**src/rtl/lfsr_pkg.sv**
```systemverilog
// ----------------------------------------------------------------------------
// lfsr_pkg
//   Shared constants and types for the lfsr2 pseudo-random source.
//   Bits are numbered [1:WIDTH]: bit 1 is the MSB, bit WIDTH is the LSB.
//   - LFSR_WIDTH   : default register width (11)
//   - lfsr_state_t : [1:11] state vector
//   - TAPS_11      : feedback mask for x^11 + x^9 + 1 (bits 9 and 11 set)
// ----------------------------------------------------------------------------
package lfsr_pkg;

  localparam int LFSR_WIDTH = 11;

  typedef logic [1:LFSR_WIDTH] lfsr_state_t;

  // Rightmost position is bit 11, third from the right is bit 9.
  localparam lfsr_state_t TAPS_11 = 11'b000_0000_0101;

endpackage : lfsr_pkg

```
**src/rtl/lfsr_step.sv**
```systemverilog
// ----------------------------------------------------------------------------
// lfsr_step
//   Purely combinational single step of a Fibonacci LFSR.
//   Ports:
//     state      [1:WIDTH] in  : current register contents
//     taps       [1:WIDTH] in  : feedback mask, 1 marks a tapped bit
//     next_state [1:WIDTH] out : state after one shift toward the LSB,
//                                with the XOR of tapped bits entering bit 1
// ----------------------------------------------------------------------------
module lfsr_step #(
  parameter int WIDTH = 11
) (
  input  logic [1:WIDTH] state,
  input  logic [1:WIDTH] taps,
  output logic [1:WIDTH] next_state
);

  logic fb;

  always_comb begin
    fb         = ^(state & taps);
    next_state = {fb, state[1:WIDTH-1]};
  end

endmodule : lfsr_step

```
**src/rtl/lfsr2.sv**
```systemverilog
// ----------------------------------------------------------------------------
// lfsr2
//   Maximal-length Fibonacci LFSR with a loadable seed. The seed is taken
//   from `in` on the first rising edge after reset release (0 is replaced
//   by 1 so the register can never lock up); afterwards the register
//   advances one step per edge and `in` is ignored until the next reset.
//   Ports:
//     clk   in            : clock, rising edge active
//     rst_n in            : asynchronous active-low reset (out <= 0)
//     in    in  [1:WIDTH] : seed value
//     out   out [1:WIDTH] : current LFSR state, registered
// ----------------------------------------------------------------------------
module lfsr2
  import lfsr_pkg::*;
#(
  parameter int             WIDTH = LFSR_WIDTH,
  parameter logic [1:WIDTH] TAPS  = TAPS_11
) (
  input  logic           clk,
  input  logic           rst_n,
  input  logic [1:WIDTH] in,
  output logic [1:WIDTH] out
);

  logic [1:WIDTH] out_q, out_d;
  logic           seeded_q, seeded_d;
  logic [1:WIDTH] step_next;

  lfsr_step #(
    .WIDTH (WIDTH)
  ) u_step (
    .state      (out_q),
    .taps       (TAPS),
    .next_state (step_next)
  );

  always_comb begin
    // NOTE: every always_comb output gets a default first so no path can
    // leave it unassigned and infer a latch.
    out_d    = out_q;
    seeded_d = seeded_q;
    if (!seeded_q) begin
      seeded_d = 1'b1;
      // Zero-lockup guard: an all-zero seed would never leave zero.
      out_d    = (in == '0) ? WIDTH'(1) : in;
    end else begin
      out_d    = step_next;
    end
  end

  // NOTE: sequential state uses non-blocking assignments so every flop
  // samples the pre-edge values regardless of statement order.
  always_ff @(posedge clk or negedge rst_n) begin
    if (!rst_n) begin
      out_q    <= '0;
      seeded_q <= 1'b0;
    end else begin
      out_q    <= out_d;
      seeded_q <= seeded_d;
    end
  end

  assign out = out_q;

endmodule : lfsr2

```
**config.mk**
```make
export PLATFORM = sky130hd
export DESIGN_NAME = lfsr2
export DESIGN_NICKNAME = d
export VERILOG_FILES = /design/src/rtl/lfsr_pkg.sv /design/src/rtl/lfsr_step.sv /design/src/rtl/lfsr2.sv
export SDC_FILE = /design/constraint.sdc
export NUM_CORES = 1
export LEC_CHECK = 0
export CAP_MARGIN = 40
export CORE_AREA = 4 4 41 43
export DETAILED_ROUTE_END_ITERATION = 7
export DIE_AREA = 0 0 45 47
export PLACE_DENSITY = 0.81
export SETUP_SLACK_MARGIN = 0.5
export SLEW_MARGIN = 10
export SYNTH_ARGS = -nofsm -noshare
export SYNTH_HDL_FRONTEND = slang
export SYNTH_SLANG_ARGS = --single-unit
```
**constraint.sdc**
```tcl
create_clock -name clk -period 1.3 [get_ports clk]
set_clock_uncertainty 0.1 [all_clocks]
set_input_delay 0.325 -clock clk [delete_from_list [all_inputs] [get_ports clk]]
set_output_delay 0.325 -clock clk [all_outputs]
set_load 0.005 [all_outputs]
```
==> flow_metrics.py, run 1 <==
metrics = {
    "synth": {
        "yosysWarningCount": 0,
        "ys_types": 10,
        "seq_area_frac_synth_pct": 63.0,
        "ys.flop_type": "dfrtp_1",
        "async_flop_share_pct": 100,
        "synth-edff-count": 0,
        "yosysTopAreaCell": "dfrtp_1",
        "yosys-top-cells-count": "dfrtp_1 (12), mux2_2 (9), nor4_1 (3)",
        "avgSynthCellArea_um2": 15.4,
        "netlist.area_leader.share_pct": 63.0,
        "ys_seq_elements": 12,
        "synthMostInstantiatedCell": "dfrtp_1",
        "synth_nets": 44,
        "syn_area_um2": 477,
        "yosys-top-cells-area": "dfrtp_1 (63%), mux2_2 (21%), nor4_1 (3.9%)",
        "syn_inst": 31,
    },
    "power_and_ir_drop": {
        "seqPwrFrac_pct": 44.6,
        "power_density_nw_per_um2": 1090,
        "irDropWorstVdd_v": 0.000897,
        "combPwrFrac_pct": 26.1,
        "total_power_mw": 0.980,
        "p_sw_mw": 0.226,
        "p_clk_share_pct": 29.3,
        "intPower_mw": 0.754,
        "p_sw_share_pct": 23.1,
        "p_leak_nw": 0.426,
    },
    "finish": {
        "diodes": 0,
        "nets": 84,
        "design_area_um2": 897,
        "drive_gt1_share_pct": 61.4,
        "syn_to_final_growth_pct": 88.2,
        "fillers": 106,
        "final_core_util_pct": 68.9,
    },
    "timing": {
        "hold_viol": 0,
        "rsz0062_at_grt": "yes",
        "fin_crit_ps": 1260,
        "final.setup.tns_ps": 0,
        "setup_viol": 0,
        "maxSlewViolCount": 0,
        "final.period_utilization_pct": 96.7,
        "max_freq_mhz": 796,
        "setup_ws_ps": 43.2,
    },
    "placed_design": {
        "gp_congestion": 0.699,
        "post-place-ws_ps": -184,
        "io_buffers": 23,
        "postPlaceCellArea_um2": 763,
        "dpl.hpwl_um": 841,
    },
    "global_route": {
        "grt_usage_pct": 13.1,
        "grt_pass1_vias": 411,
        "grt_max_degree": 13,
        "gr-total-overflow": 0,
        "grt_pass1_wl_um": 1860,
        "antenna_found_initial": 0,
    },
    "routing": {
        "drtIter0Drc": 3,
        "first_pass_iters": 2,
        "viasPerCell": 4.65,
        "wl_per_cell_um": 15.3,
        "drc": 0,
        "antenna_left": 0,
        "drt-total-wl_um": 1300,
        "via_count": 395,
    },
    "clock_tree": {
        "cts_tree": "done",
        "htree_levels": 1,
        "cts_buffers": 3,
        "clock_path_buffers": 2,
        "holdBufCountCts": 0,
        "cts_sinks": 12,
        "clockRootBuffer": "clkbuf_4",
        "clk_pin_slew_worst_paths_ps": 70,
        "clock_insertion_delay_worst_skew_ps": 260,
    },
    "floorplan": {
        "rows": 13,
        "core_area_um2": 1300,
        "die_w_um": 45,
        "die_area_um2": 2120,
        "io_pins": 24,
        "dieHeight_um": 47,
        "initial_utilization_pct": 36.6,
    },
    "setup_path": {
        "crit_type": "reg -> reg",
        "crit_required_ps": 1390,
        "cp_max_fo": 7,
        "r2r_start": "seeded_q$_DFF_PN0_",
        "cp-end-kind": "flip-flop",
        "crit_arrival_ps": 1350,
        "setup.worst_path.start_class": "flip-flop",
        "ff2ff_path_depth": 2,
        "r2r_slack_ps": 40,
        "reg2reg_to": "out[11]$_DFF_PN0_",
    },
    "job": {
        "maxCapViolations": 0,
    },
    "worst_hold_path": {
        "hp-class": "in -> async",
    },
    "status": {
        "outcome": "complete, no violations",
    },
}
layout make-up:
cell class	count	area, um^2	area share [%]
Sequential cell	12	302	33.6
Clock buffer	4	36.3	4.04
Tap cell	15	18.8	2.09
Timing Repair Buffer	36	298	33.2
Multi-Input combinational cell	18	243	27.1
worst max-delay path by stage:
stage                   endpoint                from  slack [ps]  cells after the start
2_1_floorplan  out[11]$_DFF_PN0_  seeded_q$_DFF_PN0_         210                      2
3_3_place_gp   out[11]$_DFF_PN0_               in[4]        -140                      3
3_5_place_dp   out[11]$_DFF_PN0_               in[7]        -180                      3
4_1_cts                   out[1]    out[1]$_DFF_PN0_          70                      1
5_1_grt        out[11]$_DFF_PN0_  seeded_q$_DFF_PN0_          -5                      2
6_report       out[11]$_DFF_PN0_  seeded_q$_DFF_PN0_          40                      2
flip-flops by register name, indices dropped and copies added, names as in the netlist:
register	count
seeded_q	1
out	11
power by group through the flow:
| stage | sequential [mW] | combinational [mW] | clock, mW |
|---|---|---|---|
| floorplan | 0.442 | 0.0561 | 0 |
| global placement | 0.441 | 0.201 | 0 |
| detailed placement | 0.441 | 0.203 | 0 |
| CTS | 0.436 | 0.205 | 0.302 |
| global route | 0.443 | 0.272 | 0.320 |
| finish | 0.437 | 0.256 | 0.287 |
cells in the final DEF (no fill, tap or decap):
| cell | Yosys | final |
|---|---|---|
| nor2_1 | 1 | 1 |
| nor4_4 | 0 | 1 |
| nor4_1 | 3 | 1 |
| mux2_4 | 1 | 10 |
| clkbuf_8 | 0 | 1 |
| buf_6 | 1 | 7 |
| dlygate4sd2_1 | 0 | 1 |
| clkbuf_4 | 0 | 3 |
| buf_2 | 0 | 11 |
| dfrtp_2 | 0 | 1 |
| clkdlybuf4s50_1 | 0 | 11 |
| a21oi_2 | 0 | 1 |
| nor4_2 | 0 | 1 |
| dfrtp_1 | 12 | 11 |
| a31o_1 | 1 | 1 |
| buf_4 | 0 | 6 |
| xnor2_4 | 0 | 1 |
| conb_1 | 1 | 1 |
per-layer routing:
metal	vias to the layer above	part of all wire [%]	track usage, %
met5	-	0	0
li1	190	-	-
met4	0	0	5.26
met1	186	39	15.7
met3	0	11	4.21
met2	19	50	21.8
cell families after synthesis:
| logic type | count (synthesis) | synth area share [%] |
|---|---|---|
| xor+xnor | 1 | 1.84 |
| buf+inv | 1 | 2.36 |
| other cells | 1 | 0.787 |
| mux | 10 | 24.4 |
| simple gates | 4 | 4.72 |
| compound gates | 2 | 2.89 |
| flops | 12 | 63.0 |
through the flow:
stage          instances  hold WS (ps)
2_1_floorplan         31         -70.6
3_3_place_gp          74           391
3_5_place_dp          74           403
4_1_cts               80           245
5_1_grt               85           241
6_report              85           251
worst max-delay path, stage by stage, from the launching register on:
cell and delay, ps:
dfrtp_2 490, nor4_1 370, a31o_1 230
what timing repair did:
| item | 4_1_cts | 5_1_grt |
|---|---|---|
| setup endpoints to repair | 22 | 22 |
| gates resized for setup | 60 | 7 |
| buffers inserted | 2 | 5 |
| pin swaps | 1 | 2 |
Note: power is estimated with default switching activity, not from simulation.
==> run 2, diff against run 1 <==
Settings changed: CTS_CLUSTER_SIZE set to 14.
==> results of run 2 <==
The final DEF is identical to that of run 1; final timing and power are the same.
